**src/rtl/eth_rx_ring_dma_pkg.sv**
```systemverilog
// Shared types for the Ethernet ring DMA engines: FSM states, control commands, io_cmd header.
// Latency: n/a (types and constant functions only).
// Backpressure: n/a.
package eth_rx_ring_dma_pkg;

  // Processor-side widths used to build the io_cmd header.
  localparam int paddr_width_gp  = 40;
  localparam int lce_id_width_gp = 4;

  typedef enum logic [2:0] {
    e_rx_init    = 3'd0,
    e_rx_empty   = 3'd1,
    e_rx_payload = 3'd2,
    e_rx_drain   = 3'd3,
    e_rx_size    = 3'd4,
    e_rx_sync    = 3'd5
  } eth_rx_state_e;

  typedef enum logic [2:0] {
    e_eth_set_ring_base = 3'b001,
    e_eth_rx_ack        = 3'b010
  } eth_cmd_e;

  typedef enum logic [3:0] {
    e_bedrock_mem_rd    = 4'd0,
    e_bedrock_mem_wr    = 4'd1,
    e_bedrock_mem_uc_rd = 4'd2,
    e_bedrock_mem_uc_wr = 4'd3
  } bedrock_mem_type_e;

  // Header occupies the low bits of an io_cmd; the data beat sits above it.
  typedef struct packed {
    logic [lce_id_width_gp-1:0] src_id;
    logic [2:0]                 size;
    logic [paddr_width_gp-1:0]  addr;
    bedrock_mem_type_e          msg_type;
  } io_hdr_t;

  // Slot header is at least one 8-byte length word, or one full beat if wider.
  function automatic int hdr_bytes(input int axis_width);
    return (axis_width / 8 > 8) ? axis_width / 8 : 8;
  endfunction

  // BedRock size field is log2 of the byte count.
  function automatic logic [2:0] size_enc(input int nbytes);
    return 3'($clog2(nbytes));
  endfunction

  function automatic logic [6:0] popcount64(input logic [63:0] v);
    logic [6:0] c;
    c = '0;
    for (int i = 0; i < 64; i++) c = c + 7'(v[i]);
    return c;
  endfunction

endpackage

```
**src/rtl/eth_rx_ring_dma_credit.sv**
```systemverilog
// Outstanding-write counter: +1 per accepted io_cmd, -1 per io_resp, saturating at both ends.
// Latency: count updates on the clock edge after the event.
// Backpressure: none itself; the parent compares count_o against max_credits_p.
// Ports: clk_i, reset_n_i (async active-low), up_i, down_i, count_o.
module eth_rx_ring_dma_credit #(
  parameter int max_credits_p = 16,
  parameter int count_width_p = $clog2(max_credits_p + 1)
) (
  input  logic                     clk_i,
  input  logic                     reset_n_i,
  input  logic                     up_i,
  input  logic                     down_i,
  output logic [count_width_p-1:0] count_o
);

  localparam logic [count_width_p-1:0] max_lp = count_width_p'(max_credits_p);

  logic [count_width_p-1:0] count_r;

  always_ff @(posedge clk_i or negedge reset_n_i) begin
    if (!reset_n_i) begin
      count_r <= '0;
    end else if (up_i && !down_i && count_r != max_lp) begin
      count_r <= count_r + 1'b1;
    end else if (!up_i && down_i && count_r != '0) begin
      count_r <= count_r - 1'b1;
    end
  end

  assign count_o = count_r;

endmodule

```
**src/rtl/eth_rx_ring_dma.sv**
```systemverilog
// AXIS Ethernet RX DMA: lands frames into a ring of fixed slots via uncached-write io_cmds.
// Latency: first payload cmd 1 cycle after tvalid is seen in EMPTY, then 1 cmd/cycle.
// Backpressure: tready follows io_cmd_yumi_i; stalls when ring full or credits exhausted.
// Ports: clk_i/reset_n_i; eth_cmd_* control; rx_axis_* frame input; io_cmd_*/io_resp_* memory
//   side; rx_ext_state_o, rx_slots_used_o, rx_drop_cnt_o, rx_irq_o status.
import eth_rx_ring_dma_pkg::*;

module eth_rx_ring_dma #(
  parameter int axis_data_width_p = 64,
  parameter int reg_addr_width_p  = paddr_width_gp,
  parameter int slots_p           = 4,
  parameter int slot_bytes_p      = 2048,
  parameter int max_credits_p     = 16,
  parameter int eth_cmd_width_p   = 3
) (
  input  logic                                         clk_i,
  input  logic                                         reset_n_i,
  input  logic [lce_id_width_gp-1:0]                   lce_id_i,
  input  logic [eth_cmd_width_p-1:0]                   eth_cmd_i,
  input  logic                                         eth_cmd_v_i,
  input  logic [reg_addr_width_p-1:0]                  eth_cmd_arg_i,
  input  logic [axis_data_width_p-1:0]                 rx_axis_tdata_i,
  input  logic [axis_data_width_p/8-1:0]               rx_axis_tkeep_i,
  input  logic                                         rx_axis_tvalid_i,
  output logic                                         rx_axis_tready_o,
  input  logic                                         rx_axis_tlast_i,
  input  logic                                         rx_axis_tuser_i,
  output logic [$bits(io_hdr_t)+axis_data_width_p-1:0] io_cmd_o,
  output logic                                         io_cmd_v_o,
  input  logic                                         io_cmd_yumi_i,
  input  logic [$bits(io_hdr_t)+axis_data_width_p-1:0] io_resp_i,
  input  logic                                         io_resp_v_i,
  output logic                                         io_resp_ready_o,
  output logic [1:0]                                   rx_ext_state_o,
  output logic [$clog2(slots_p+1)-1:0]                 rx_slots_used_o,
  output logic [15:0]                                  rx_drop_cnt_o,
  output logic                                         rx_irq_o
);

  localparam int axis_bytes_lp = axis_data_width_p / 8;
  localparam int hdr_bytes_lp  = hdr_bytes(axis_data_width_p);
  localparam int slot_w_lp     = $clog2(slots_p);
  localparam int slot_sh_lp    = $clog2(slot_bytes_p);
  localparam int used_w_lp     = $clog2(slots_p + 1);
  localparam int off_w_lp      = slot_sh_lp + 1;
  localparam int cred_w_lp     = $clog2(max_credits_p + 1);

  localparam logic [used_w_lp-1:0] slots_lp    = used_w_lp'(slots_p);
  localparam logic [cred_w_lp-1:0] max_cred_lp = cred_w_lp'(max_credits_p);
  // Largest payload offset whose whole beat still fits behind the length header.
  localparam logic [off_w_lp-1:0]  last_off_lp = off_w_lp'(slot_bytes_p - hdr_bytes_lp - axis_bytes_lp);

  eth_rx_state_e                 state_r, state_n;
  logic [reg_addr_width_p-1:0]   base_r;
  logic [slot_w_lp-1:0]          head_r;
  logic [used_w_lp-1:0]          used_r;
  logic [off_w_lp-1:0]           off_r;
  logic [15:0]                   len_r;
  logic [15:0]                   drop_r;
  logic                          irq_r;
  logic [cred_w_lp-1:0]          credits;

  logic cmd_v, size_sel, accept, drop_inc, commit, tready;
  logic set_ok, ack_ok, cmd_set, cmd_ack;
  logic [reg_addr_width_p-1:0]   slot_addr, cmd_addr;
  logic [axis_data_width_p-1:0]  cmd_data;
  io_hdr_t                       hdr;

  // Write acks carry nothing we need; only io_resp_v_i matters.
  logic unused_resp;
  assign unused_resp = ^io_resp_i;

  eth_rx_ring_dma_credit #(.max_credits_p(max_credits_p)) credit_u (
    .clk_i    (clk_i),
    .reset_n_i(reset_n_i),
    .up_i     (cmd_v && io_cmd_yumi_i),
    .down_i   (io_resp_v_i),
    .count_o  (credits)
  );

  assign cmd_set = eth_cmd_v_i && (eth_cmd_i == eth_cmd_width_p'(e_eth_set_ring_base));
  assign cmd_ack = eth_cmd_v_i && (eth_cmd_i == eth_cmd_width_p'(e_eth_rx_ack));
  // Moving the base under committed frames would orphan them, so only allow it when drained.
  assign set_ok  = cmd_set && (state_r == e_rx_init || (state_r == e_rx_empty && used_r == '0));
  assign ack_ok  = cmd_ack && state_r != e_rx_init && used_r != '0;

  always_comb begin
    state_n  = state_r;
    tready   = 1'b0;
    cmd_v    = 1'b0;
    size_sel = 1'b0;
    accept   = 1'b0;
    drop_inc = 1'b0;
    commit   = 1'b0;
    case (state_r)
      e_rx_init:  if (set_ok) state_n = e_rx_empty;
      e_rx_empty: if (used_r != slots_lp && rx_axis_tvalid_i) state_n = e_rx_payload;
      e_rx_payload: begin
        if (rx_axis_tvalid_i) begin
          if (rx_axis_tlast_i && rx_axis_tuser_i) begin
            tready   = 1'b1;
            drop_inc = 1'b1;
            state_n  = e_rx_empty;
          end else if (off_r > last_off_lp) begin
            // Overflowing beat is swallowed here; a tlast overflow needs no drain.
            tready   = 1'b1;
            drop_inc = 1'b1;
            state_n  = rx_axis_tlast_i ? e_rx_empty : e_rx_drain;
          end else begin
            cmd_v  = credits < max_cred_lp;
            accept = cmd_v && io_cmd_yumi_i;
            tready = accept;
            if (accept && rx_axis_tlast_i) state_n = e_rx_size;
          end
        end
      end
      e_rx_drain: begin
        tready = 1'b1;
        if (rx_axis_tvalid_i && rx_axis_tlast_i) state_n = e_rx_empty;
      end
      e_rx_size: begin
        cmd_v    = credits < max_cred_lp;
        size_sel = 1'b1;
        if (cmd_v && io_cmd_yumi_i) state_n = e_rx_sync;
      end
      e_rx_sync: begin
        // Commit only once every write of the frame is acknowledged by memory.
        if (credits == '0) begin
          commit  = 1'b1;
          state_n = e_rx_empty;
        end
      end
      default: state_n = e_rx_init;
    endcase
  end

  always_comb begin
    slot_addr    = base_r + reg_addr_width_p'({head_r, {slot_sh_lp{1'b0}}});
    cmd_addr     = size_sel ? slot_addr
                            : slot_addr + reg_addr_width_p'(hdr_bytes_lp) + reg_addr_width_p'(off_r);
    cmd_data     = size_sel ? axis_data_width_p'(len_r) : rx_axis_tdata_i;
    hdr.msg_type = e_bedrock_mem_uc_wr;
    hdr.src_id   = lce_id_i;
    hdr.size     = size_sel ? size_enc(8) : size_enc(axis_bytes_lp);
    hdr.addr     = paddr_width_gp'(cmd_addr);
  end

  always_ff @(posedge clk_i or negedge reset_n_i) begin
    if (!reset_n_i) begin
      state_r <= e_rx_init;
      base_r  <= '0;
      head_r  <= '0;
      used_r  <= '0;
      off_r   <= '0;
      len_r   <= '0;
      drop_r  <= '0;
      irq_r   <= 1'b0;
    end else begin
      state_r <= state_n;
      irq_r   <= commit;
      if (set_ok) begin
        base_r <= eth_cmd_arg_i;
        head_r <= '0;
      end else if (commit) begin
        head_r <= head_r + 1'b1;
      end
      case ({commit, ack_ok})
        2'b10:   used_r <= used_r + 1'b1;
        2'b01:   used_r <= used_r - 1'b1;
        default: used_r <= used_r;
      endcase
      if (state_r == e_rx_empty) begin
        off_r <= '0;
        len_r <= '0;
      end else if (accept) begin
        off_r <= off_r + off_w_lp'(axis_bytes_lp);
        len_r <= len_r + 16'(popcount64(64'(rx_axis_tkeep_i)));
      end
      if (drop_inc && drop_r != 16'hFFFF) drop_r <= drop_r + 16'd1;
    end
  end

  assign io_cmd_v_o       = cmd_v;
  assign io_cmd_o         = cmd_v ? {cmd_data, hdr} : '0;
  assign rx_axis_tready_o = tready;
  // Responses only exist once a ring is configured; holding low in INIT keeps reset outputs at 0.
  assign io_resp_ready_o  = state_r != e_rx_init;
  assign rx_ext_state_o   = (state_r == e_rx_init) ? 2'b00 : (used_r != '0) ? 2'b10 : 2'b01;
  assign rx_slots_used_o  = used_r;
  assign rx_drop_cnt_o    = drop_r;
  assign rx_irq_o         = irq_r;

endmodule

```
**config.mk**
```make
export PLATFORM = sky130hd
export DESIGN_NAME = eth_rx_ring_dma
export DESIGN_NICKNAME = d
export VERILOG_FILES = /design/src/rtl/eth_rx_ring_dma_pkg.sv /design/src/rtl/eth_rx_ring_dma_credit.sv /design/src/rtl/eth_rx_ring_dma.sv
export SDC_FILE = /design/constraint.sdc
export NUM_CORES = 1
export LEC_CHECK = 0
export ABC_AREA = 1
export ABC_CLOCK_PERIOD_IN_PS = 4500
export CAP_MARGIN = 40
export CORE_AREA = 2 2 147 149
export DETAILED_ROUTE_END_ITERATION = 10
export DIE_AREA = 0 0 149 151
export MAX_ROUTING_LAYER = met4
export PLACE_DENSITY_LB_ADDON = 0.1
export SYNTH_ARGS = -nofsm -noshare
export SYNTH_HDL_FRONTEND = slang
export SYNTH_HIERARCHICAL = 1
export SYNTH_SLANG_ARGS = --single-unit
```
**constraint.sdc**
```tcl
create_clock -name clk_i -period 4.5 [get_ports clk_i]
set_clock_uncertainty 0.1 [all_clocks]
set_input_delay 0.9 -clock clk_i [delete_from_list [all_inputs] [get_ports clk_i]]
set_output_delay 0.9 -clock clk_i [all_outputs]
set_load 0.03 [all_outputs]
```
==> flow_summary.json <==
{
  "cts_tree": "done",
  "syn_inst": 1329,
  "area_delta_synth_final_pct": 37.7,
  "viasPerCell": 4.85,
  "core_um2": 20800,
  "worstPathCellList": "ha_1, ha_1, ha_1, nand2_1, nor2_1, nand2_1, nand3_1, nand2_1, nand2_1, nand2_1, inv_2, o21ai_0, a21oi_1, buf_4",
  "status": "finished, final reports clean",
  "grt_pass1_wl_mm": 42.3,
  "antenna_found_initial": 0,
  "port_buffers": 263,
  "fin_hold_ws_ns": 0.408,
  "max_slew_margin_pct": 48.6,
  "met3_length_mm": 1.42,
  "top_layer": "met4",
  "gp_congestion": 0.934,
  "layout.nets": 1863,
  "die_h_um": 151,
  "vias": 9010,
  "synth_area_leaders": "dfrtp_1 (28%), nand2_1 (19%), nor2_1 (8.8%)",
  "vdd_drop_max_uv": 325,
  "setup_viol": 0,
  "report.final.slew_viol_count": 0,
  "start_kind": "flip-flop",
  "place_area_um2": 11200,
  "hold_viol": 0,
  "firstDrtPassIters": 4,
  "fill_cells": 2101,
  "synth-seq-cells": 95,
  "syn_area_um2": 8380,
  "overflow": 0,
  "grt_pass1_vias": 8398,
  "worst_path_most_repeated_cell": "nand2_1",
  "grt_max_degree": 75,
  "fin_tns_setup_ns": 0,
  "met2_length_mm": 12.6,
  "drc": 0,
  "yosys_warnings": 6,
  "cp_slowest_cell": "dfrtp_1",
  "worstPathArrival_ns": 3.31,
  "htreeDepth": 3,
  "clock_latency_ns": 0.36,
  "wl_per_cell_um": 14.4,
  "avgSynthCellArea_um2": 6.30,
  "ctsHoldBuffers": 0,
  "ys_seq_area_share_pct": 28.4,
  "cts_root_buf": "clkbuf_16",
  "maxCapViolCount": 0,
  "final_common_cell": "nand2_1",
  "die_area_um2": 22500,
  "initial_core_util_pct": 40.2,
  "drt_iter0_drc": 525,
  "synth_area_leader_cell": "dfrtp_1",
  "rsz0062_at_grt": "false",
  "cp_slowest_stage_delay_ns": 0.42,
  "hpwl_mm": 21.2,
  "grt_usage_pct": 24.3,
  "n_antenna_cell": 0,
  "cp_max_fo": 4,
  "setup_slack_ns": 0.187,
  "clk_pin_slew_ns": 0.08,
  "io-pin-count": 382,
  "fp-row-count": 53,
  "place_ws_ns": -0.462,
  "drtAntennaViolNets": 0,
  "drive_gt1_share_pct": 14.4,
  "wl_met1_mm": 12.2,
  "design_area_um2": 11500,
  "clock-sinks": 95,
  "fp.dieW_um": 149,
  "endpoint_kind": "primary output",
  "finalCritPeriodShare_pct": 95.8,
  "power_density_nw_per_um2": 501,
  "min_path_type": "flip-flop to flip-flop",
  "p_total_mw": 5.78,
  "yosysUniqueCellTypes": 39,
  "wl_mm": 26.8,
  "period_minus_slack_ns": 4.31,
  "p_leak_nw": 5.74,
  "clock_path_buffers": 2,
  "layout_common_cells": "nand2_1 (422), nor2_1 (194), clkdlybuf4s50_1 (151)",
  "cts_made_buffers": 9,
  "cp.required_ns": 3.50,
  "max_freq_mhz": 232,
  "tightest_slew_ns": 0.771,
  "synth_top_area_share_pct": 28.4,
  "crit_type": "flip-flop to primary output"
}
-- final cells by class --
class / instances / area [um2] / area share (%)
Timing Repair Buffer: 278 / 2690 / 23.3
Clock inverter: 6 / 62.6 / 0.542
Inverter: 144 / 541 / 4.69
Tap cell: 275 / 344 / 2.98
Sequential cell: 95 / 2380 / 20.6
Clock buffer: 10 / 229 / 1.98
Multi-Input combinational cell: 1051 / 5300 / 45.9
-- sequential cells by signal (all words and copies together), names as in the netlist --
signal            flops
rx_slots_used_o       3
base_r               40
head_r                2
state_r               3
rx_irq_o              1
off_r                 9
len_r                16
credit_u/count_o      5
rx_drop_cnt_o        16
-- cell families after synthesis --
| kind of cell | share of synthesized area [%] |
|---|---|
| AOI/OAI and AO/OA | 9.56 |
| xor gates and xnor gates | 3.76 |
| adders and majority gates | 6.99 |
| buffers and inverters | 8.90 |
| DFF | 28.4 |
| other | 0.0448 |
| and+or+nand+nor | 42.4 |
-- critical path, delay by kind of cell, from the launching register on --
| family | cells | cell delay [ns] |
|---|---|---|
| buffers and inverters | 2 | 0.38 |
| flip-flops | 1 | 0.42 |
| adder cells (fa/ha/maj) | 3 | 0.96 |
| AO/OA/AOI/OAI | 2 | 0.39 |
| AND/OR/NAND/NOR | 7 | 0.81 |
-- routing by layer --
layer | GRT usage (%) | up-vias
met5 | - | -
met4 | 5.86 | 0
met3 | 3.80 | 28
met2 | 39.3 | 239
met1 | 32.1 | 4067
li1 | - | 4676
-- power by group --
group	internal (mW)	switching, mW
combinational	1.29	2.26
sequential	1.12	0.335
clock	0.391	0.394
total	2.80	2.98
-- cells in the mapped netlist (all sizes together) --
master / count
and2: 1
nand3b: 5
a21o: 1
or2: 2
nor3b: 2
nor4: 1
o22ai: 1
ha: 34
clkbuf: 23
nor3: 22
buf: 19
xnor2: 15
conb: 1
o21ai: 76
nor2: 233
and3: 3
o21bai: 1
dfrtp: 95
inv: 144
nand3: 81
a211oi: 1
o21a: 1
nand4: 17
fa: 8
a21oi: 76
xor2: 18
nand2: 448
-- metrics by stage --
stage / utilization [%] / cells
final: 55.4 / 1859
after global routing: 55.4 / 1859
after CTS: 55.4 / 1859
after detailed placement: 54.0 / 1843
after global placement: 54.0 / 1843
after floorplan: - / 1332
-- worst paths after layout --
kind / from / to / slack, ns / depth (start not counted)
max in group asynchronous: reset_n_i / rx_drop_cnt_o[12] / 2.99 / 2
min in group asynchronous: reset_n_i / base_r[19] / 0.50 / 1
worst min-delay path: rx_drop_cnt_o[7] / rx_drop_cnt_o[7] / 0.41 / 1
worst min register to register: rx_drop_cnt_o[7] / rx_drop_cnt_o[7] / 0.41 / 1
worst max register to register: len_r[0] / len_r[14] / 1.09 / 13
worst max-delay path: head_r[0] / io_cmd_o[20] / 0.19 / 14
-- repair_timing --
item / 4_1_cts / 5_1_grt
resized for setup: 9 / 30
gates cloned: 0 / 0
setup endpoints to repair: 10 / 17
pin swaps: 0 / 9
buffers inserted: 0 / 0
Note: power is estimated with default switching activity, not from simulation.
